### src/rtl/calc_pkg.sv
// rtl/calc_pkg.sv - shared types and constants for the calculator core
package calc_pkg;

    localparam int N = 8;

    localparam logic OP_ADD = 1'b0;
    localparam logic OP_SUB = 1'b1;

    typedef enum logic [1:0] {
        S_A    = 2'd0,
        S_B    = 2'd1,
        S_CALC = 2'd2,
        S_SHOW = 2'd3
    } state_e;

endpackage

### src/rtl/key_conditioner.sv
// rtl/key_conditioner.sv - ENTER synchroniser, debouncer and press pulse
module key_conditioner #(
    parameter int SYNC_STAGES     = 2,
    parameter int DEBOUNCE_CYCLES = 500000
) (
    input  logic clk_i,
    input  logic reset_i,
    input  logic key_i,
    output logic pulse_o
);

    localparam int CNT_W = (DEBOUNCE_CYCLES > 1) ? $clog2(DEBOUNCE_CYCLES) : 1;
    localparam logic [CNT_W-1:0] CNT_LAST = CNT_W'(DEBOUNCE_CYCLES - 1);

    logic [SYNC_STAGES-1:0] sync_q;
    logic                   synced;
    logic [CNT_W-1:0]       cnt_q, cnt_d;
    logic [CNT_W-1:0]       arm_cnt_q, arm_cnt_d;
    logic                   level_q, level_d;
    logic                   armed_q, armed_d;
    logic                   pulse_q, pulse_d;

    assign synced  = sync_q[SYNC_STAGES-1];
    assign pulse_o = pulse_q;

    // Debounce the synced level; a key found held after reset stays disarmed
    // until it has been seen released, so it cannot fire a press on its own.
    always_comb begin
        cnt_d     = '0;
        arm_cnt_d = '0;
        level_d   = level_q;
        armed_d   = armed_q;
        pulse_d   = 1'b0;
        if (synced != level_q) begin
            if (cnt_q == CNT_LAST) begin
                level_d = synced;
                pulse_d = synced && armed_q;
                if (!synced) begin
                    armed_d = 1'b1;
                end
            end else begin
                cnt_d = cnt_q + 1'b1;
            end
        end
        if (!armed_q && !synced && !level_q) begin
            if (arm_cnt_q == CNT_LAST) begin
                armed_d = 1'b1;
            end else begin
                arm_cnt_d = arm_cnt_q + 1'b1;
            end
        end
    end

    // Synchroniser chain and debounce state registers
    always_ff @(posedge clk_i) begin
        if (reset_i) begin
            sync_q    <= '0;
            cnt_q     <= '0;
            arm_cnt_q <= '0;
            level_q   <= 1'b0;
            armed_q   <= 1'b0;
            pulse_q   <= 1'b0;
        end else begin
            sync_q[0] <= key_i;
            for (int i = 1; i < SYNC_STAGES; i++) begin
                sync_q[i] <= sync_q[i-1];
            end
            cnt_q     <= cnt_d;
            arm_cnt_q <= arm_cnt_d;
            level_q   <= level_d;
            armed_q   <= armed_d;
            pulse_q   <= pulse_d;
        end
    end

endmodule

### src/rtl/calc_core.sv
// rtl/calc_core.sv - operand entry FSM, add/subtract ALU and overflow flag
module calc_core #(
    parameter int N               = calc_pkg::N,
    parameter int SYNC_STAGES     = 2,
    parameter int DEBOUNCE_CYCLES = 500000
) (
    input  logic         CLOCK_50,
    input  logic         RESET,
    input  logic [N-1:0] SW,
    input  logic         OP,
    input  logic         ENTER,
    output logic [N-1:0] RESULT,
    output logic         OVF,
    output logic [1:0]   STATE
);

    import calc_pkg::*;

    state_e       state_q, state_d;
    logic [N-1:0] a_q, a_d;
    logic [N-1:0] b_q, b_d;
    logic [N-1:0] r_q, r_d;
    logic         op_q, op_d;
    logic         ovf_q, ovf_d;
    logic [N-1:0] result_q, result_d;
    logic         ovf_out_q, ovf_out_d;
    logic         enter_pulse;
    logic [N-1:0] alu_r;
    logic         alu_ovf;

    key_conditioner #(
        .SYNC_STAGES     (SYNC_STAGES),
        .DEBOUNCE_CYCLES (DEBOUNCE_CYCLES)
    ) u_key (
        .clk_i   (CLOCK_50),
        .reset_i (RESET),
        .key_i   (ENTER),
        .pulse_o (enter_pulse)
    );

    // Modular add/subtract with signed overflow from the operand and result signs
    always_comb begin
        alu_r   = (op_q == OP_SUB) ? (a_q - b_q) : (a_q + b_q);
        alu_ovf = 1'b0;
        if (op_q == OP_SUB) begin
            alu_ovf = (a_q[N-1] != b_q[N-1]) && (alu_r[N-1] != a_q[N-1]);
        end else begin
            alu_ovf = (a_q[N-1] == b_q[N-1]) && (alu_r[N-1] != a_q[N-1]);
        end
    end

    // Next state, operand capture, and output values chosen by the state being entered
    always_comb begin
        state_d   = state_q;
        a_d       = a_q;
        b_d       = b_q;
        r_d       = r_q;
        op_d      = op_q;
        ovf_d     = ovf_q;
        result_d  = result_q;
        ovf_out_d = ovf_out_q;
        case (state_q)
            S_A: begin
                if (enter_pulse) begin
                    a_d     = SW;
                    state_d = S_B;
                end
            end
            S_B: begin
                if (enter_pulse) begin
                    b_d     = SW;
                    op_d    = OP;
                    state_d = S_CALC;
                end
            end
            S_CALC: begin
                r_d     = alu_r;
                ovf_d   = alu_ovf;
                state_d = S_SHOW;
            end
            S_SHOW: begin
                if (enter_pulse) begin
                    state_d = S_A;
                end
            end
            default: state_d = S_A;
        endcase
        case (state_d)
            S_A, S_B: begin
                result_d  = SW;
                ovf_out_d = 1'b0;
            end
            S_CALC: begin
                ovf_out_d = 1'b0;
            end
            S_SHOW: begin
                result_d  = r_d;
                ovf_out_d = ovf_d;
            end
            default: begin
                result_d  = SW;
                ovf_out_d = 1'b0;
            end
        endcase
    end

    // State, operand and registered output storage
    always_ff @(posedge CLOCK_50) begin
        if (RESET) begin
            state_q   <= S_A;
            a_q       <= '0;
            b_q       <= '0;
            r_q       <= '0;
            op_q      <= 1'b0;
            ovf_q     <= 1'b0;
            result_q  <= '0;
            ovf_out_q <= 1'b0;
        end else begin
            state_q   <= state_d;
            a_q       <= a_d;
            b_q       <= b_d;
            r_q       <= r_d;
            op_q      <= op_d;
            ovf_q     <= ovf_d;
            result_q  <= result_d;
            ovf_out_q <= ovf_out_d;
        end
    end

    assign RESULT = result_q;
    assign OVF    = ovf_out_q;
    assign STATE  = state_q;

endmodule

### config.mk
export PLATFORM = sky130hd
export DESIGN_NAME = calc_core
export DESIGN_NICKNAME = d
export VERILOG_FILES = /design/src/rtl/calc_pkg.sv /design/src/rtl/key_conditioner.sv /design/src/rtl/calc_core.sv
export SDC_FILE = /design/constraint.sdc
export NUM_CORES = 1
export LEC_CHECK = 0
export ABC_AREA = 1
export BUFFER_PORTS_ARGS = -buffer_cell sky130_fd_sc_hd__buf_2
export CORE_MARGIN = 4
export CORE_UTILIZATION = 60
export DETAILED_ROUTE_END_ITERATION = 10
export GPL_TIMING_DRIVEN = 0
export PLACE_DENSITY = 0.86
export SYNTH_ARGS = -nofsm -noshare
export SYNTH_HDL_FRONTEND = slang
export SYNTH_SLANG_ARGS = --single-unit
### constraint.sdc
create_clock -name CLOCK_50 -period 2.8 [get_ports CLOCK_50]
set_clock_uncertainty 0.15 [all_clocks]
set_input_delay 0.14 -clock CLOCK_50 [delete_from_list [all_inputs] [get_ports CLOCK_50]]
set_output_delay 0.14 -clock CLOCK_50 [all_outputs]
set_load 0.02 [all_outputs]
# ---- After elaboration in Yosys (flattened, before gate mapping)
# Cells that the tools add are included.
dict set report word_totals {
  output_inout_bits 11
  in_bits 12
  wordCells 67
  reg_bits 80
}
dict set report op_classes {
  n_addsub 4
  n_reduce_logical 19
  n_eq_ne 12
  n_mux 15
  bitwise 3
}
# op n
set op_table {}
lappend op_table {{adder 19 x 1 -> 19 bit (second input constant)} 2}
lappend op_table {{equality test 19 bit (second input constant)} 2}
lappend op_table {{two-way mux 8 bit} 2}
lappend op_table {{one-hot mux 8 bit (2 select lines)} 1}
lappend op_table {{OR reduction 3 bit} 4}
lappend op_table {{adder 8 bit} 1}
lappend op_table {{equality test 2 bit (second input constant)} 4}
lappend op_table {{one-hot mux 2 bit (4 select lines)} 1}
lappend op_table {{subtractor 8 bit} 1}
lappend op_table {{two-way mux 1 bit} 7}
lappend op_table {{two-way mux 2 bit} 3}
lappend op_table {{AND reduction 2 bit} 3}
lappend op_table {{logical AND 1 bit} 5}
lappend op_table {{equality test 2 x 1 -> 1 bit (second input constant)} 2}
lappend op_table {{zero test 2 bit} 2}
lappend op_table {{zero test 1 bit} 3}
lappend op_table {{!= test 1 bit} 3}
lappend op_table {{inverter 1 bit} 3}
lappend op_table {{one-hot mux 1 bit (2 select lines)} 1}
lappend op_table {{nonzero test 2 bit} 1}
lappend op_table {{OR reduction 2 bit} 1}
lappend op_table {{equality test 1 bit} 1}

# ---- Depth between registers and ports, before layout
# Gate-level depths: netlist of the first run.
dict set report logic_depth {
  depth_word 7
  ltp_mapped 23
  ltp_nobuf 23
}

# ---- Modules after synthesis
# Synthesis of the first run repeated with hierarchy kept, for this count alone.
dict set report unflattened {
  hier_cells 584
  hier_area_um2 4122.7
}
# mod area_each_um2 n_inst seq_area_each_um2 cells_each
set by_module_without_submodules {}
lappend by_module_without_submodules {key_conditioner 2165.8 1 860.8 314}
lappend by_module_without_submodules {calc_core 1956.9 1 740.7 270}

# ---- Worst setup path after synthesis of the first run
# Ideal clock, no wire load.
dict set report synth_path {
  path_type {register to register}
  start {register b_q[0]}
  end {register ovf_out_q (netlist: OVF)}
  path_slack_ps 499
  setup_ps 116
  path_buffers 0
  path_stages_with_launch 22
  synth_period_minus_slack_ps 2301
  t_arrival_ps 2035
  required_ps 2534
  cell_sequence {dfxtp_1 -> inv_1 -> ha_1 -> inv_1 -> nor2_1 -> a21oi_1 -> xor2_1 -> inv_1 -> ha_1 -> nand2_1 -> nand2_1 -> nand2_1 -> nand2_1 -> inv_1 -> nand2_1 -> nand3_1 -> nand2_1 -> nand2_1 -> nand3_1 -> nand2_1 -> nand2_1 -> nor2_1}
}
dict set report synth_via {
  elab_chain_cells 7
  elab_cells_between_ends 9
  cone_classes {2 x add/sub; 1 x eq/ne; 4 x mux; 2 x reduce/logical}
}
# item line_no
set synth_lines {}
lappend synth_lines {{start, declared} calc_core.sv:21} ;# logic [N-1:0] b_q, b_d;
lappend synth_lines {{start signal, assigned} calc_core.sv:112} ;# b_q <= '0;
lappend synth_lines {{start signal, assigned} calc_core.sv:121} ;# b_q <= b_d;
lappend synth_lines {{adder 8 bit / subtractor 8 bit (equally long branches)} calc_core.sv:43} ;# alu_r = (op_q == OP_SUB) ? (a_q - b_q) : (a_q + b_q);
lappend synth_lines {{two-way mux 8 bit *} calc_core.sv:43}
lappend synth_lines {{!= test 1 bit *} {calc_core.sv:46, calc_core.sv:48}}
lappend synth_lines {{logical AND 1 bit (on tied branches)} {calc_core.sv:48, calc_core.sv:46}}
lappend synth_lines {{two-way mux 1 bit *} calc_core.sv:45} ;# if (op_q == OP_SUB) begin
lappend synth_lines {{two-way mux 1 bit *} calc_core.sv:62} ;# case (state_q)
lappend synth_lines {{one-hot mux 1 bit (2 select lines) *} calc_core.sv:88} ;# case (state_d)
lappend synth_lines {{end signal, assigned} calc_core.sv:126} ;# ovf_out_q <= ovf_out_d;
lappend synth_lines {{end, declared} calc_core.sv:26} ;# logic ovf_out_q, ovf_out_d;
# Every way passes the cells marked *; elsewhere a longest branch is shown, timed or not.
# A chain may end at the register's enable or synchronous reset.

# ---- Worst setup path after layout of the first run
# Same ends and word-level chain as after synthesis.

==> impl_metrics.csv, run 1 <==
group,metric,value,unit
route,detail_route.wl_per_cell,13.73,um
synthesis,yosys_most_used_dff,"sky130_fd_sc_hd__dfxtp_1",
synthesis,postSynthAreaPerCell,7.403,um2
worst_setup_path,critPathCaptureType,"flop",
power_and_ir_drop,worst_ir_drop_vdd,398.8,uV
floorplanning,die_x,87.87,um
floorplanning,io_pins,23,
sta,period_share,0.9997,
synthesis,async_flop_share,0,
worst_setup_path,setup.worst_path.class,"flop to flop",
flow_run,drv.max_cap_violation_count,0,
route,detail_route.first_pass.iterations,5,
clock_network,number_of_clock_sinks,80,
floorplanning,core.rowCount,28,
sta,timing_hold_violations_final,0,
sta,setup_viol_count_final,0,
cells_and_area,multiInputGateArea,1966,um2
clock_network,tritoncts_clock_tree,"yes",
cells_and_area,layout-drive-gt1-share,0.1507,
cells_and_area,final_instance_count_excl_fillers,639,
cells_and_area,antennaDiodeCount,0,
min_path,min_delay_path_depth,2,
min_path,hold_start,"RESET",
worst_setup_path,crit_path_max_fanout,4,
grt,grt_pass1_wl,14750,um
cells_and_area,sequential_cell_area,1604,um2
worst_setup_path,startpoint_of_the_worst_slack_reg_to_reg_timing_path,"b_q[0]",
clock_network,cts_inserted_buffers,9,
grt,grtUsageTotal,0.2454,
worst_setup_path,cp_data_arrival_time,2940,ps
synthesis,post_synthesis_register_bit_count,80,
synthesis,synth_nets,540,
grt,grt_antenna_before_repair,0,
worst_setup_path,critPathRequiredTime,2940,ps
sta,drv_slew,0,
clock_network,cts-htree-levels,3,
power_and_ir_drop,power-per-cell-area,498.1,nW/um2
cells_and_area,layout.filler_cells,429,
route,postRouteAntennaNets,0,
sta,fin_worst_hold_slack,30.32,ps
place,io_buffer_count,21,
clock_network,cts.clk_slew.worst_paths,80,ps
route,viasPerCell,5.387,
floorplanning,die-area,7721,um2
worst_setup_path,timing.rr.end,"OVF",
route,drc_errors,0,
place,numPlacedInstances,613,
synthesis,yosys_warn_count,0,
clock_network,post_cts_buffers,0,
place,detailed_place_hpwl,5949,um
synthesis,synth_enable_flop_cells,0,
sta,worst-slew-pin-transition,552.8,ps
min_path,type_of_the_most_critical_hold_path,"input pin to flop",
sta,max_slew_margin,0.6315,
run_status,run_status,"complete, no violations",
synthesis,yosysUniqueCellTypes,37,
worst_setup_path,reg2reg_slack,0.9,ps
worst_setup_path,reg2regPathDepth,18,
synthesis,synthesis.instances,517,
synthesis,sequential_fraction_of_the_synthesis_area,0.4184,
power_and_ir_drop,lkg_pwr,1.820,nW
clock_network,root_buffer,"sky130_fd_sc_hd__clkbuf_8",
floorplanning,core_region_area,6061,um2
place,gp_routability_congestion,0.8811,
grt,vias_in_the_first_global_route,3349,
sta,max_freq,357.3,MHz
grt,grt.overflow.total,0,
clock_network,ctsLongestPathBuffers,2,
clock_network,insertion_delay,350,ps
route,wirelength,8774,um
grt,grt_max_degree,15,
min_path,whs_endpoint,"RESULT[5]",
floorplanning,die-height,87.87,um
synthesis,netlist_area,3827,um2
route,vias,3442,
sta,min_period,2799,ps
cells_and_area,nNetsFinal,582,
cells_and_area,flow.area_growth_from_synthesis,15.53,%
route,drt_iter0_markers,270,
floorplanning,start_util,0.6315,
worst_setup_path,critPathLaunchType,"flop",
## cell families (layout without fill, tap and decap cells)
logic type / Yosys count / after routing / share of synthesized area
and+or+nand+nor: 244 / 244 / 0.2972
buffers and inverters: 83 / 130 / 0.08434
adders and majority gates: 11 / 11 / 0.03792
DFF: 80 / 80 / 0.4184
AOI/OAI and AO/OA: 70 / 70 / 0.09546
xor gates and xnor gates: 28 / 28 / 0.06407
muxes: 1 / 1 / 0.002615
## area by class of cell
type / count / share of cell area
multi-input combinational: 354 / 0.4445
sequential: 80 / 0.3628
inverter: 74 / 0.06282
timing repair buffer: 31 / 0.04641
clock buffer: 10 / 0.03113
tap: 75 / 0.02122
clock inverter: 6 / 0.02037
buffer: 9 / 0.01075
## sequential cells by signal (all words and copies together) (netlist names), 2 cells and up
name,count
u_key.cnt_q,19
STATE,2
u_key.arm_cnt_q,19
r_q,8
u_key.sync_q,2
RESULT,8
b_q,8
a_q,8
## critical path, stage by stage (launching register included)
cell                      delay [ps]
sky130_fd_sc_hd__dfxtp_2         340
sky130_fd_sc_hd__inv_2            60
sky130_fd_sc_hd__ha_2            170
sky130_fd_sc_hd__inv_2            50
sky130_fd_sc_hd__nor2_4          140
sky130_fd_sc_hd__nor2_1           80
sky130_fd_sc_hd__a22oi_1         230
sky130_fd_sc_hd__ha_1            340
sky130_fd_sc_hd__a21oi_1         200
sky130_fd_sc_hd__nand2_1         130
sky130_fd_sc_hd__nand2_1          90
sky130_fd_sc_hd__nand2_2          60
sky130_fd_sc_hd__nand3_1         120
sky130_fd_sc_hd__nand2_2          80
sky130_fd_sc_hd__nand2_1          80
sky130_fd_sc_hd__nand3_1         110
sky130_fd_sc_hd__nand2_1          80
sky130_fd_sc_hd__nand2_1          60
sky130_fd_sc_hd__nor2_1          140
## metal layers
| layer | global-route usage | share of wire |
|---|---|---|
| met2 | 0.4130 | 0.47 |
| met1 | 0.2991 | 0.42 |
| met5 | 0 | 0 |
| met4 | 0.1241 | 0.037 |
| met3 | 0.04610 | 0.067 |
## where the power goes
group	internal [mW]	leakage, nW	switching (mW)
clock	0.531	0.113	0.434
sequential	1.15	0.648	0.00736
combinational	0.0314	1.06	0.0502
## placed cells by master, fill, tap and decap left out, drive strengths merged, types with 2 or more instances in the layout
| cell type | Yosys | layout |
|---|---|---|
| a21oi | 30 | 30 |
| a31oi | 3 | 3 |
| buf | 4 | 24 |
| bufinv | 0 | 2 |
| clkbuf | 5 | 16 |
| clkinv | 2 | 3 |
| dfxtp | 80 | 80 |
| dlygate4sd3 | 0 | 10 |
| ha | 10 | 10 |
| inv | 72 | 74 |
| nand2 | 103 | 103 |
| nand3 | 32 | 32 |
| nand4 | 7 | 7 |
| nor2 | 80 | 80 |
| nor3 | 5 | 5 |
| nor3b | 4 | 4 |
| nor4 | 4 | 4 |
| o21ai | 34 | 34 |
| or2 | 8 | 8 |
| xnor2 | 9 | 9 |
| xor2 | 19 | 19 |
## synth_stat cells (2+ instances only)
cell / n / share of area
sky130_fd_sc_hd__o21ai_0: 33 / 0.043
sky130_fd_sc_hd__clkinv_1: 2 / 0.0020
sky130_fd_sc_hd__nor3b_1: 4 / 0.0078
sky130_fd_sc_hd__nand3_4: 2 / 0.0092
sky130_fd_sc_hd__a21oi_1: 29 / 0.038
sky130_fd_sc_hd__nor3_1: 2 / 0.0026
sky130_fd_sc_hd__nor2_2: 6 / 0.0098
sky130_fd_sc_hd__a31oi_1: 3 / 0.0049
sky130_fd_sc_hd__xnor2_1: 9 / 0.021
sky130_fd_sc_hd__inv_2: 2 / 0.0020
sky130_fd_sc_hd__xor2_1: 19 / 0.043
sky130_fd_sc_hd__nand2_2: 5 / 0.0082
sky130_fd_sc_hd__nor3_2: 2 / 0.0052
sky130_fd_sc_hd__dfxtp_1: 80 / 0.42
sky130_fd_sc_hd__inv_1: 70 / 0.069
sky130_fd_sc_hd__ha_1: 10 / 0.033
sky130_fd_sc_hd__buf_2: 3 / 0.0039
sky130_fd_sc_hd__nor2_4: 2 / 0.0059
sky130_fd_sc_hd__nor4_1: 4 / 0.0065
sky130_fd_sc_hd__or2_2: 3 / 0.0049
sky130_fd_sc_hd__nor2_1: 72 / 0.071
sky130_fd_sc_hd__nand2_1: 98 / 0.096
sky130_fd_sc_hd__clkbuf_1: 5 / 0.0049
sky130_fd_sc_hd__nand3_2: 4 / 0.010
sky130_fd_sc_hd__or2_0: 5 / 0.0082
sky130_fd_sc_hd__nand3_1: 26 / 0.034
sky130_fd_sc_hd__nand4_1: 7 / 0.011
## how the worst max path moves through the flow
stage / startpoint / end / depth (start not counted)
after floorplan: b_q[0] / OVF / 21
after global routing: b_q[0] / OVF / 18
after detailed placement: b_q[0] / RESULT[7] / 21
after global placement: b_q[0] / RESULT[7] / 20
final: b_q[0] / OVF / 18
after CTS: b_q[0] / OVF / 22
## through the flow
stage	setup TNS (ps)	power (mW)	instance area [um2]	utilization	worst slack (ps)
2_1_floorplan	0	1.223	3827	-	499.3
3_3_place_gp	0	1.249	4026	0.6643	234.0
3_5_place_dp	0	1.251	4026	0.6643	144.6
4_1_cts	0	2.214	4354	0.7184	98.51
5_1_grt	-306.9	2.280	4422	0.7296	-131.7
6_report	0	2.202	4422	0.7296	0.8511
## what timing repair did
item,in CTS,in global routing
endpoints found under the hold margin,22,0
resized for setup,0,19
hold buffers,10,0
endpoints found under the setup margin,0,6
No activity file was read; power rests on OpenSTA's default activity.
==> run 2, diff against run 1 <==
- CELL_PAD_IN_SITES_DETAIL_PLACEMENT: unset -> 0
- CELL_PAD_IN_SITES_GLOBAL_PLACEMENT: unset -> 2
- CORE_UTILIZATION: 60 -> 35
- PLACE_DENSITY: 0.86 -> 0.85
==> run 2 against run 1 <==
Against the previous run:
- sequential power is essentially flat
- worst hold slack gained 37 ps
- register-to-register slack gained 270 ps
- combinational power is essentially flat
- fmax grew 11%
- setup slack gained 270 ps
- core utilization shrank 31 points
- die area grew 64%
- critical endpoint is now RESULT[7]
- global-route usage shrank 10 points
- critical path depth grew 2
- total power shrank 10%
- highest routed layer unchanged
==> impl_metrics.csv, run 2 (synthesized netlist as in run 1, its figures left out) <==
group,metric,value,unit
worst_setup_path,max_stage_delay,340,ps
sta,min_period,2530,ps
route,met1Wirelength,4321,um
sta,setup_viol_count_final,0,
flow_run,drv.max_cap_violation_count,0,
worst_setup_path,reg2reg_slack,270,ps
place,detailed_place_hpwl,6268,um
worst_setup_path,cp_cell_sequence,"inv_1 -> ha_1 -> inv_2 -> nor2_4 -> a21oi_2 -> xor2_1 -> inv_1 -> ha_4 -> nand2_1 -> nand2_1 -> nand2_1 -> nand2_1 -> inv_1 -> nand2_1 -> nand3_1 -> nand2_1 -> nand2_1 -> a21oi_2 -> nand2_1 -> nand2_1",
worst_setup_path,path_buf_inv,4,
clock_network,post_cts_buffers,0,
worst_setup_path,critPathRequiredTime,2940,ps
worst_setup_path,reg2regPathDepth,20,
route,viasPerCell,4.601,
floorplanning,core.rowCount,37,
floorplanning,die_x,112.6,um
route,wirelength,8497,um
floorplanning,core_region_area,10510,um2
clock_network,tritoncts_clock_tree,"yes",
power_and_ir_drop,lkg_pwr,1.792,nW
floorplanning,io_pins,23,
grt,grtUsageTotal,0.1406,
worst_setup_path,timing.critical_path.slowest_stage_cell,"sky130_fd_sc_hd__dfxtp_2",
min_path,type_of_the_most_critical_hold_path,"input pin to flop",
clock_network,root_buffer,"sky130_fd_sc_hd__clkbuf_8",
cells_and_area,biggestRegsByFlops,"u_key.arm_cnt_q (19), u_key.cnt_q (19)",
route,detailroute.wirelength.met2,3728,um
worst_setup_path,setup.worst_path.class,"flop to flop",
sta,fin_worst_hold_slack,67.61,ps
grt,grt.overflow.total,0,
route,vias,3221,
grt,grt_max_degree,14,
sta,timing_hold_violations_final,0,
worst_setup_path,path_delay_family,"simple AND/OR/NAND/NOR gates",
cells_and_area,nNetsFinal,582,
min_path,hold_start,"RESET",
cells_and_area,antennaDiodeCount,0,
worst_setup_path,timing.rr.end,"RESULT[7]",
worst_setup_path,critPathLaunchType,"flop",
worst_setup_path,crit_path_max_fanout,5,
route,detail_route.first_pass.iterations,4,
grt,vias_in_the_first_global_route,3097,
route,highest-signal-layer,"met4",
worst_setup_path,startpoint_of_the_worst_slack_reg_to_reg_timing_path,"b_q[0]",
clock_network,cts-htree-levels,3,
grt,grt_antenna_before_repair,0,
grt,grt_pass1_wl,14540,um
floorplanning,start_util,0.3642,
route,drc_errors,0,
clock_network,ctsLongestPathBuffers,2,
sta,drv_slew,0,
place,gp_routability_congestion,0.7874,
clock_network,cts_inserted_buffers,9,
worst_setup_path,critPathCaptureType,"flop",
route,drt_iter0_markers,132,
worst_setup_path,critical_path.most_common_cell,"sky130_fd_sc_hd__nand2_1",
place,io_buffer_count,21,
floorplanning,die-height,112.6,um
route,routed_wl_met3,335,um
route,detail_route.wl_per_cell,12.14,um
sta,max_freq,395.3,MHz
power_and_ir_drop,power-per-cell-area,447.6,nW/um2
cells_and_area,layout-drive-gt1-share,0.1348,
sta,worst-slew-pin-transition,573.2,ps
route,postRouteAntennaNets,0,
min_path,whs_endpoint,"RESULT[5]",
worst_setup_path,cp_data_arrival_time,2670,ps
run_status,run_status,"complete, no violations",
cells_and_area,flow.area_growth_from_synthesis,15.56,%
power_and_ir_drop,worst_ir_drop_vdd,198.2,uV
floorplanning,die-area,12670,um2
sta,max_slew_margin,0.6179,
clock_network,cts.clk_slew.worst_paths,90,ps
clock_network,number_of_clock_sinks,80,
cells_and_area,layout.cells.most_common,"sky130_fd_sc_hd__nand2_1",
cells_and_area,final_core_utilization,0.4209,
min_path,min_delay_path_depth,2,
sta,period_share,0.9036,
clock_network,insertion_delay,360,ps
cells_and_area,final_cell_mix,"sky130_fd_sc_hd__nand2_1, sky130_fd_sc_hd__dfxtp_1, sky130_fd_sc_hd__nor2_1",
-- run 2: changes by cell type in the layout (fill, tap and decap cells not counted), moves of 2 or more --
cell,before,now
sky130_fd_sc_hd__clkinv_2,1,4
sky130_fd_sc_hd__inv_2,6,3
sky130_fd_sc_hd__nand2_2,8,5
sky130_fd_sc_hd__nand2_1,95,98
sky130_fd_sc_hd__bufinv_16,2,0
sky130_fd_sc_hd__inv_6,2,0
sky130_fd_sc_hd__inv_1,66,69
-- run 2: routing by layer --
metal,global-route usage,vias to the layer above
met2,0.2192,33
met5,0,-
met3,0.03396,7
met1,0.1897,1464
li1,-,1717
met4,0.04888,0
-- run 2: worst max-delay path by stage --
stage	from	to	slack, ps	depth (start not counted)
floorplan	b_q[0]	OVF	500	21
global placement	b_q[0]	RESULT[7]	120	20
detailed placement	b_q[0]	RESULT[7]	120	20
CTS	b_q[0]	RESULT[7]	80	20
global route	b_q[0]	RESULT[7]	-10	19
finish	b_q[0]	RESULT[7]	270	20
-- run 2: layout make-up --
cell class,count,area (um2)
clock inverters,6,36.28
multi-input cells,354,1956
clock buffers,10,127.6
repair buffers,31,205.2
fillers,1101,6086
flip-flops and latches,80,1603
well taps,136,170.2
plain buffers,9,47.55
inverters,74,277.8
-- run 2: stage by stage --
step	total power, mW	TNS [ps]	worst slack, ps	instance area, um2	cells
floorplan	1.223	0	499.3	3827	517
global placement	1.253	0	116.0	4103	674
detailed placement	1.253	0	120.1	4103	674
CTS	2.010	0	75.03	4367	700
global route	2.079	-12.46	-10.92	4423	700
finish	1.980	0	270.0	4423	700
-- run 2: where the power goes --
part | leakage (nW) | switching, mW | internal (mW)
Sequential | 0.648 | 0.00734 | 1.15
Combinational | 1.06 | 0.0501 | 0.0312
Clock | 0.0858 | 0.426 | 0.318
-- run 2: timing repair --
action                     CTS  global route
hold buffers                10             0
resized for setup            0            11
setup endpoints to repair    0             5
hold endpoints to repair    22             0
